[src/rtl/vehicle_ctrl_pkg.sv]
// Shared types and helpers for the vehicle drive supervisor.
// - drive_state_t: drive FSM state encoding (also driven on the drive_state debug output).
// - cnt_width():   number of bits needed to count from 0 up to max_count.
package vehicle_ctrl_pkg;

  typedef enum logic [1:0] {
    IDLE    = 2'd0,
    DRIVING = 2'd1,
    RESERVE = 2'd2,
    STOPPED = 2'd3
  } drive_state_t;

  function automatic int cnt_width(input int max_count);
    return (max_count < 1) ? 1 : $clog2(max_count + 1);
  endfunction

  localparam int DEBOUNCE_CYC_DEF = 4;
  localparam int COOLDOWN_CYC_DEF = 8;
  localparam int DEBOUNCE_W_DEF   = cnt_width(DEBOUNCE_CYC_DEF);
  localparam int COOLDOWN_W_DEF   = cnt_width(COOLDOWN_CYC_DEF);

endpackage

[src/rtl/overheat_debounce.sv]
// Debounces one raw CPU over-temperature flag.
// Ports:
//   clk, areset_n : clock, asynchronous active-low reset
//   raw           : raw overheat input
//   flag          : registered debounced hot flag
//   set_pulse     : combinational, high in the cycle whose edge will set flag
//                   (lets the parent react on the same edge the flag rises)
module overheat_debounce
  import vehicle_ctrl_pkg::*;
#(
  parameter int DEBOUNCE_CYC = 4
) (
  input  logic clk,
  input  logic areset_n,
  input  logic raw,
  output logic flag,
  output logic set_pulse
);

  localparam int CW = cnt_width(DEBOUNCE_CYC);

  logic [CW-1:0] cnt;
  logic          hit;

  // cnt holds the number of consecutive disagreeing samples already seen;
  // the current disagreeing sample is the DEBOUNCE_CYC-th when cnt == DEBOUNCE_CYC-1.
  assign hit       = (raw != flag) && (cnt == CW'(DEBOUNCE_CYC - 1));
  assign set_pulse = hit && !flag;

  always_ff @(posedge clk or negedge areset_n) begin
    if (!areset_n) begin
      cnt  <= '0;
      flag <= 1'b0;
    end else if (raw == flag) begin
      cnt <= '0;
    end else if (hit) begin
      flag <= ~flag;
      cnt  <= '0;
    end else begin
      cnt <= cnt + 1'b1;
    end
  end

endmodule

[src/rtl/vehicle_drive_supervisor.sv]
// Vehicle drive supervisor: thermal shut-off with debounce/cool-down and a
// fuel-aware drive FSM. The two paths are fully independent.
// Ports:
//   clk, areset_n      : clock, asynchronous active-low reset
//   cpu_overheated     : raw per-channel overheat flags [N_CPU]
//   start, arrived     : trip request / destination reached
//   fuel_level         : unsigned fuel gauge, 0 = empty
//   shut_off_computer  : registered computer power-off request
//   overheat_status    : registered debounced hot flags [N_CPU]
//   keep_driving       : registered, state is DRIVING or RESERVE
//   low_fuel_warn      : registered, state is RESERVE
//   drive_state        : registered FSM state (drive_state_t encoding)
// Inputs are sampled on the rising edge; there is no handshake, every input is
// a level that the design evaluates each cycle.
module vehicle_drive_supervisor
  import vehicle_ctrl_pkg::*;
#(
  parameter int N_CPU        = 2,
  parameter int DEBOUNCE_CYC = 4,
  parameter int COOLDOWN_CYC = 8,
  parameter int FUEL_W       = 8,
  parameter int FUEL_RESERVE = 16
) (
  input  logic              clk,
  input  logic              areset_n,
  input  logic [N_CPU-1:0]  cpu_overheated,
  input  logic              start,
  input  logic              arrived,
  input  logic [FUEL_W-1:0] fuel_level,
  output logic              shut_off_computer,
  output logic [N_CPU-1:0]  overheat_status,
  output logic              keep_driving,
  output logic              low_fuel_warn,
  output logic [1:0]        drive_state
);

  localparam int CDW = cnt_width(COOLDOWN_CYC);

  // ---------------- thermal path ----------------
  logic [N_CPU-1:0] set_pulse;
  logic [CDW-1:0]   cd_cnt;

  for (genvar g = 0; g < N_CPU; g++) begin : g_db
    overheat_debounce #(.DEBOUNCE_CYC(DEBOUNCE_CYC)) u_db (
      .clk       (clk),
      .areset_n  (areset_n),
      .raw       (cpu_overheated[g]),
      .flag      (overheat_status[g]),
      .set_pulse (set_pulse[g])
    );
  end

  // A flag rising always wins: it asserts (or re-holds) the request and
  // restarts the cool-down from zero.
  always_ff @(posedge clk or negedge areset_n) begin
    if (!areset_n) begin
      shut_off_computer <= 1'b0;
      cd_cnt            <= '0;
    end else if (|set_pulse) begin
      shut_off_computer <= 1'b1;
      cd_cnt            <= '0;
    end else if (shut_off_computer && (overheat_status == '0)) begin
      if (cd_cnt == CDW'(COOLDOWN_CYC - 1)) begin
        shut_off_computer <= 1'b0;
        cd_cnt            <= '0;
      end else begin
        cd_cnt <= cd_cnt + 1'b1;
      end
    end else begin
      cd_cnt <= '0;
    end
  end

  // ---------------- drive FSM ----------------
  drive_state_t state, next_state;
  logic fuel_empty, fuel_low;

  assign fuel_empty = (fuel_level == '0);
  assign fuel_low   = (fuel_level <= FUEL_W'(FUEL_RESERVE));

  always_comb begin
    next_state = state;
    case (state)
      IDLE: begin
        if (start && !arrived) begin
          if (fuel_empty)    next_state = STOPPED;
          else if (fuel_low) next_state = RESERVE;
          else               next_state = DRIVING;
        end
      end
      DRIVING: begin
        if (arrived)         next_state = IDLE;
        else if (fuel_empty) next_state = STOPPED;
        else if (fuel_low)   next_state = RESERVE;
      end
      RESERVE: begin
        if (arrived)         next_state = IDLE;
        else if (fuel_empty) next_state = STOPPED;
        else if (!fuel_low)  next_state = DRIVING;
      end
      STOPPED: begin
        if (!fuel_low)       next_state = IDLE;
      end
      default:               next_state = IDLE;
    endcase
  end

  // Outputs are registered alongside the state so they always match drive_state.
  always_ff @(posedge clk or negedge areset_n) begin
    if (!areset_n) begin
      state         <= IDLE;
      keep_driving  <= 1'b0;
      low_fuel_warn <= 1'b0;
    end else begin
      state         <= next_state;
      keep_driving  <= (next_state == DRIVING) || (next_state == RESERVE);
      low_fuel_warn <= (next_state == RESERVE);
    end
  end

  assign drive_state = state;

endmodule

[config.mk]
export PLATFORM = sky130hd
export DESIGN_NAME = vehicle_drive_supervisor
export DESIGN_NICKNAME = d
export VERILOG_FILES = /design/src/rtl/vehicle_ctrl_pkg.sv /design/src/rtl/overheat_debounce.sv /design/src/rtl/vehicle_drive_supervisor.sv
export SDC_FILE = /design/constraint.sdc
export NUM_CORES = 1
export LEC_CHECK = 0
export BUFFER_PORTS_ARGS = -buffer_cell sky130_fd_sc_hd__buf_2
export CAP_MARGIN = 10
export CELL_PAD_IN_SITES_DETAIL_PLACEMENT = 1
export CELL_PAD_IN_SITES_GLOBAL_PLACEMENT = 1
export CORE_MARGIN = 3
export CORE_UTILIZATION = 25
export CTS_CLUSTER_SIZE = 25
export DETAILED_ROUTE_END_ITERATION = 16
export GPL_TIMING_DRIVEN = 1
export PLACE_DENSITY = 0.63
export REMOVE_ABC_BUFFERS = 1
export SLEW_MARGIN = 20
export SYNTH_ARGS = -nofsm -noshare
export SYNTH_HDL_FRONTEND = slang
export SYNTH_SLANG_ARGS = --single-unit
[constraint.sdc]
create_clock -name clk -period 1.66 [get_ports clk]
set_clock_uncertainty 0.1 [all_clocks]
set_input_delay 0.166 -clock clk [delete_from_list [all_inputs] [get_ports clk]]
set_output_delay 0.166 -clock clk [all_outputs]
set_load 0.05 [all_outputs]
# [Word-level counts from Yosys, hierarchy flattened]
# Index checks and enable logic that the tools add are counted.
[totals] reg_bits=17 input_bits=14 wordCells=69
[op_classes] n_addsub=3 n_bitwise=4 n_eq_ne=12 order_cmp=1 n_reduce_logical=19 muxes=21
[ops] cell="two-way mux 2 bit" count=10
[ops] cell="two-way mux 3 bit" count=4
[ops] cell="two-way mux 4 bit" count=3
[ops] cell="less-or-equal comparator 8 x 5 -> 1 bit (second input constant)" count=1
[ops] cell="logical NOT 8 bit" count=1
[ops] cell="case mux 2 bit (4 select lines)" count=1
[ops] cell="adder 3 x 1 -> 3 bit (second input constant)" count=2
[ops] cell="equality test 2 bit (second input constant)" count=3
[ops] cell="equality test 3 x 2 -> 1 bit (second input constant)" count=2
[ops] cell="logical AND 1 bit" count=6
[ops] cell="AND reduction 2 bit" count=3
[ops] cell="adder 4 x 1 -> 4 bit (second input constant)" count=1
[ops] cell="equality test 2 x 1 -> 1 bit (second input constant)" count=2
[ops] cell="equality test 4 x 3 -> 1 bit (second input constant)" count=1
[ops] cell="logical NOT 2 bit" count=2
[ops] cell="inverter 1 bit" count=4
[ops] cell="nonzero test 2 bit" count=2
[ops] cell="logical NOT 1 bit" count=3
[ops] cell="two-way mux 1 bit" count=3
[ops] cell="equality test 1 bit" count=2
[ops] cell="!= test 1 bit" count=2
[ops] cell="OR reduction 2 bit" count=1
[ops] cell="logical OR 1 bit" count=1

# [Depth between registers and ports, before layout]
[logic_depth] ltp_word=7 ltp_mapped=6 depth_no_buf=6

# [Hierarchy]
# Synthesis repeated with hierarchy kept, for this count alone.
[hier_totals] hier_cells=63 hier_area_um2=798.3
[modules_own_cells] mod="vehicle_drive_supervisor" area_each_um2=420.4 instances=1 cells_per_inst=39 seq_area_each_um2=225.2
[modules_own_cells] mod="overheat_debounce" area_each_um2=188.9 instances=2 cells_per_inst=12 seq_area_each_um2=100.1

# [Least setup slack after synthesis]
# OpenSTA, ideal clock, no wires.
[synth_path] path_type="reg2reg" start="reg state[1] (netlist: drive_state[1])" end="reg keep_driving" period_less_slack_ns=1.995 path_buffers=0 setup_time_ns=0.113 stages_incl_launch_ff=7 arrival_time_ns=1.783 required_time_ns=1.447 path_slack_ns=-0.335 path_cell_list="dfrtp_1 > nor3_1 > or3b_2 > nor3_1 > nor3_1 > ha_1 > inv_1"
[synth_via] elab_chain_cells=6 word_cells_on_any_way=16 cone_classes="eq/ne: 5; mux: 9; reduce/logical: 2"
[synth_lines] item="start, declared" line="vehicle_drive_supervisor.sv:75" text="drive_state_t state, next_state;"
[synth_lines] item="start signal, assigned" line="vehicle_drive_supervisor.sv:115" text="state <= next_state;"
[synth_lines] item="two-way mux 2 bit (on tied branches)" line="vehicle_drive_supervisor.sv:99, vehicle_drive_supervisor.sv:94"
[synth_lines] item="two-way mux 2 bit (on tied branches)" line="vehicle_drive_supervisor.sv:98, vehicle_drive_supervisor.sv:93"
[synth_lines] item="two-way mux 2 bit (on tied branches)" line="vehicle_drive_supervisor.sv:97, vehicle_drive_supervisor.sv:92"
[synth_lines] item="case mux 2 bit (4 select lines) *" line="vehicle_drive_supervisor.sv:83" text="case (state)"
[synth_lines] item="equality test 2 x 1 -> 1 bit or equality test 2 bit (tied branches)" line="vehicle_drive_supervisor.sv:116" text="keep_driving <= (next_state == DRIVING) || (next_state == RESERVE);"
[synth_lines] item="logical OR 1 bit *" line="vehicle_drive_supervisor.sv:116"
[synth_lines] item="end signal, assigned" line="vehicle_drive_supervisor.sv:116"
[synth_lines] item="end, declared" line="vehicle_drive_supervisor.sv:32" text="output logic keep_driving,"
# Every way passes the cells marked *; elsewhere a longest branch is shown, timed or not.
# A chain may end at the register's enable or synchronous reset.

# [Worst setup path in the final report]
[layout_path] start="reg state[0] (netlist: drive_state[0])" end="reg keep_driving"
# Same word-level chain as after synthesis.

==> run summary <==
The cell at the root of the clock tree is clkbuf_4. The number of H-tree levels came out at 1. The worst hold slack is between 0.06 and 0.07 ns. After synthesis the cells add up to 756 um^2. TritonCTS built the clock tree.

Counting cells, the worst reg-to-reg path comes to 6. The layout filler cell count came out at 318. The first-pass GRT wire length came out at roughly 2.7 mm. The total of endpoints with negative setup slack in the final report came out at 1.

The number of optimization iterations in the first detailed-route pass is 2. The critical path in this run is classified as reg -> reg. The worst path uses 100% of the clock period.

The delay of the slowest cell on the worst path is roughly 0.43 ns. The signal arrival time at the worst endpoint is around 1.8 ns. The critical path ends at keep_driving$_DFF_PN0_. Synthesis handed over a netlist of 66 instances. The total wire length after detailed routing came out at around 1.5 mm. The net count of the finished layout came out at 112. The relative slew slack is approximately three quarters. The worst setup path is captured at a flip-flop. Counting both buffers and inverters, the worst setup path holds a total of 1. Relative to the synthesized area, the layout overhead comes to 28.8%. The maximum buffer depth of the clock tree is 2. The final worst-path setup slack came out at -0.00231 ns.

Data on the critical path is required at its endpoint by 1.75 ns. In the layout the commonest cells are buf_2 (20), dfrtp_1 (17), nor2_1 (5). The power density relative to cell area is ~1300 nW/um^2. The post-synthesis register bit count is 17. STA classifies the critical path startpoint as a flip-flop. The register-to-register setup slack came out at -0.002 ns.

The warning count from the yosys run came out at 0. The clock period minus final worst setup slack is around 1.7 ns. The via count of the first global-routing pass came out at 654.

The initialized floorplan defines 19 standard-cell rows. The checks that failed: setup timing. The final design utilization is between 30% and 40%. In the final routed layout, each cell accounts on average for 12.2 um. The final instance count without filler cells is roughly 120.

The via-per-instance ratio came out at ~4.6. The final hold violation count is 0. The remaining routing DRC violations is 0. The slowest library cell on the worst path is dfrtp_1. The worst-margin pin slew came out at about 0.37 ns. For the worst-skew pair, the clock arrives at the later sink with an insertion delay of around 0.28 ns. The most common cell after layout, fill and taps aside is buf_2. The average instance in the mapped netlist occupies around 11 um^2. The violation count after the first detailed-routing iteration came out at 16. The global routing usage summed across all routing layers came out at roughly a tenth. In this run the worst setup path begins at drive_state[0]$_DFF_PN0_. The critical register-to-register path startpoint is drive_state[0]$_DFF_PN0_. dfrtp_1 takes more of the synthesized area than any other cell. The class of the most critical hold timing path is in -> reg. The remaining antenna violation count after routing is 0. Walking the worst path, the cells encountered are nand2_2, or3b_4, nor3_4, nor3_2, ha_1, inv_1.

Sequential elements use between 50% and 60% of the synthesized area. The area fraction of the dominant cell type after synthesis came out at 56.3%. The TritonCTS buffer count came out at 3.

The initial standard-cell utilization of the core is roughly a quarter. Setup repair after global routing could not meet its margin everywhere. The tool flagged a number of max-cap violations equal to 0. The overall via count from detail_route is 572. The total die area is between 3000 and 4000 um^2. The reg-to-reg critical path endpoint is keep_driving$_DFF_PN0_.

In this run the number of cells on the critical path is 6. IR analysis of the VDD net gives a maximum drop of around 290 uV. The max-slew violation count came out at 0. The number of antenna diodes in the final layout is 0. The core footprint came out at approximately 2800 um^2. The number of library cell types mapped by synthesis came out at 23. The upper clock frequency limit is 602 MHz. The design draws ~1.2 mW.

The run finished, with violations left. Entering global routing, the biggest net connects 18 pins. Once the clock tree was built, the setup fixing pass inserted 0 buffers. Broken down by cell family, the worst path's largest delay share belongs to simple AND/OR/NAND/NOR gates.

Sorting the synthesized cells by area gives the leading types as dfrtp_1 (56%), ha_1 (6.6%), nor3_1 (4.6%), xnor2_1 (4.6%), nor2b_1 (3.3%). The routability congestion estimate is roughly 0.71. In this run the vertical extent of the chip is between 60 and 70 um.

The clock drives 17 sinks. The die is 61.0 um wide. In this run the static leakage power is roughly 0.48 nW.

The I/O pin total came out at 21. Summed over all layers, the global routing overflow is 0. Summed over all nets, the half-perimeter wirelength after detailed placement is 1.17 mm. In this run the worst path has a maximum fanout of 3.

The clock transition at the registers of the reported paths is 0.10 ns. The number of antenna violations at the first check in global routing is 0. The placed cell count came out at 119.

The number of port buffers is 20. In the final layout, the share of cells above drive strength 1 is 37.6%.
[logic make-up after synthesis]
logic type                 synth area share, %
DFF                                       56.3
xor gates and xnor gates                  4.64
adders and majority gates                 6.62
AOI/OAI and AO/OA                         6.62
and+or+nand+nor                           22.3
buffers and inverters                     3.48
[cells in the mapped netlist, drive strengths merged]
cell    number
a211oi       2
a21o         1
a21oi        1
buf          2
dfrtp       17
ha           4
inv          3
nand2        3
nand2b       1
nand3        1
nand4        1
nor2         5
nor2b        5
nor3         7
nor3b        2
o21ai        1
o221ai       1
o41ai        1
or3          2
or3b         1
or4          1
xnor2        4
[cell type report]
cell class	count	area (um^2)	share of cell area, %
clock inverters	1	5.00	0.514
multi-input cells	44	330	33.9
flip-flops and latches	17	425	43.7
well taps	31	38.8	3.98
repair buffers	25	140	14.4
inverters	3	11.3	1.16
clock buffers	3	22.5	2.31
[flip-flops by register name, indices dropped and copies added (netlist names)]
signal and cells:
g_db.u_db.cnt 6, cd_cnt 4, drive_state 2, g_db.u_db.flag 2
shut_off_computer 1, low_fuel_warn 1, keep_driving 1
[per-layer routing]
metal,up-vias,GRT usage (%),part of all wire [%]
met1,271,12.0,44
met2,19,15.7,50
met3,0,2.55,6.7
met5,-,0,0
li1,282,-,-
met4,0,3.72,0
[worst min path at each step]
stage / startpoint / end / cells after the start
6_report: cpu_overheated[0] / g_db[0].u_db.flag$_DFFE_PN0P_ / 3
4_1_cts: cpu_overheated[0] / g_db[0].u_db.flag$_DFFE_PN0P_ / 3
2_1_floorplan: areset_n / cd_cnt[0]$_DFF_PN0_ / 0
3_5_place_dp: areset_n / g_db[1].u_db.flag$_DFFE_PN0P_ / 1
3_3_place_gp: areset_n / g_db[1].u_db.cnt[2]$_DFF_PN0_ / 1
5_1_grt: cpu_overheated[0] / g_db[0].u_db.flag$_DFFE_PN0P_ / 3
[where the power goes]
part	switching, mW	internal, mW	leakage [nW]
clock network	0.128	0.0894	0.0177
logic	0.258	0.169	0.245
registers	0.0774	0.507	0.220
total	0.463	0.765	0.482
[through the flow]
step	cell area [um^2]	TNS, ns	worst slack [ns]
6_report	973	-0.00231	-0.00231
5_1_grt	973	-0.0912	-0.0912
4_1_cts	955	0	0.0225
3_5_place_dp	910	-0.280	-0.181
3_3_place_gp	910	-0.162	-0.114
2_1_floorplan	741	-0.600	-0.335
[what timing repair did]
action | 4_1_cts | 5_1_grt
setup endpoints to repair | 2 | 1
pin swaps | 0 | 1
hold endpoints to repair | 17 | 0
gates resized for setup | 2 | 4
hold buffers | 1 | 0
[tightest hold or removal path, stage by stage]
cell and delay [ns]:
buf_2 0.10, nand2_1 0.08, o21ai_0 0.08
(Power assumes the default switching activity.)
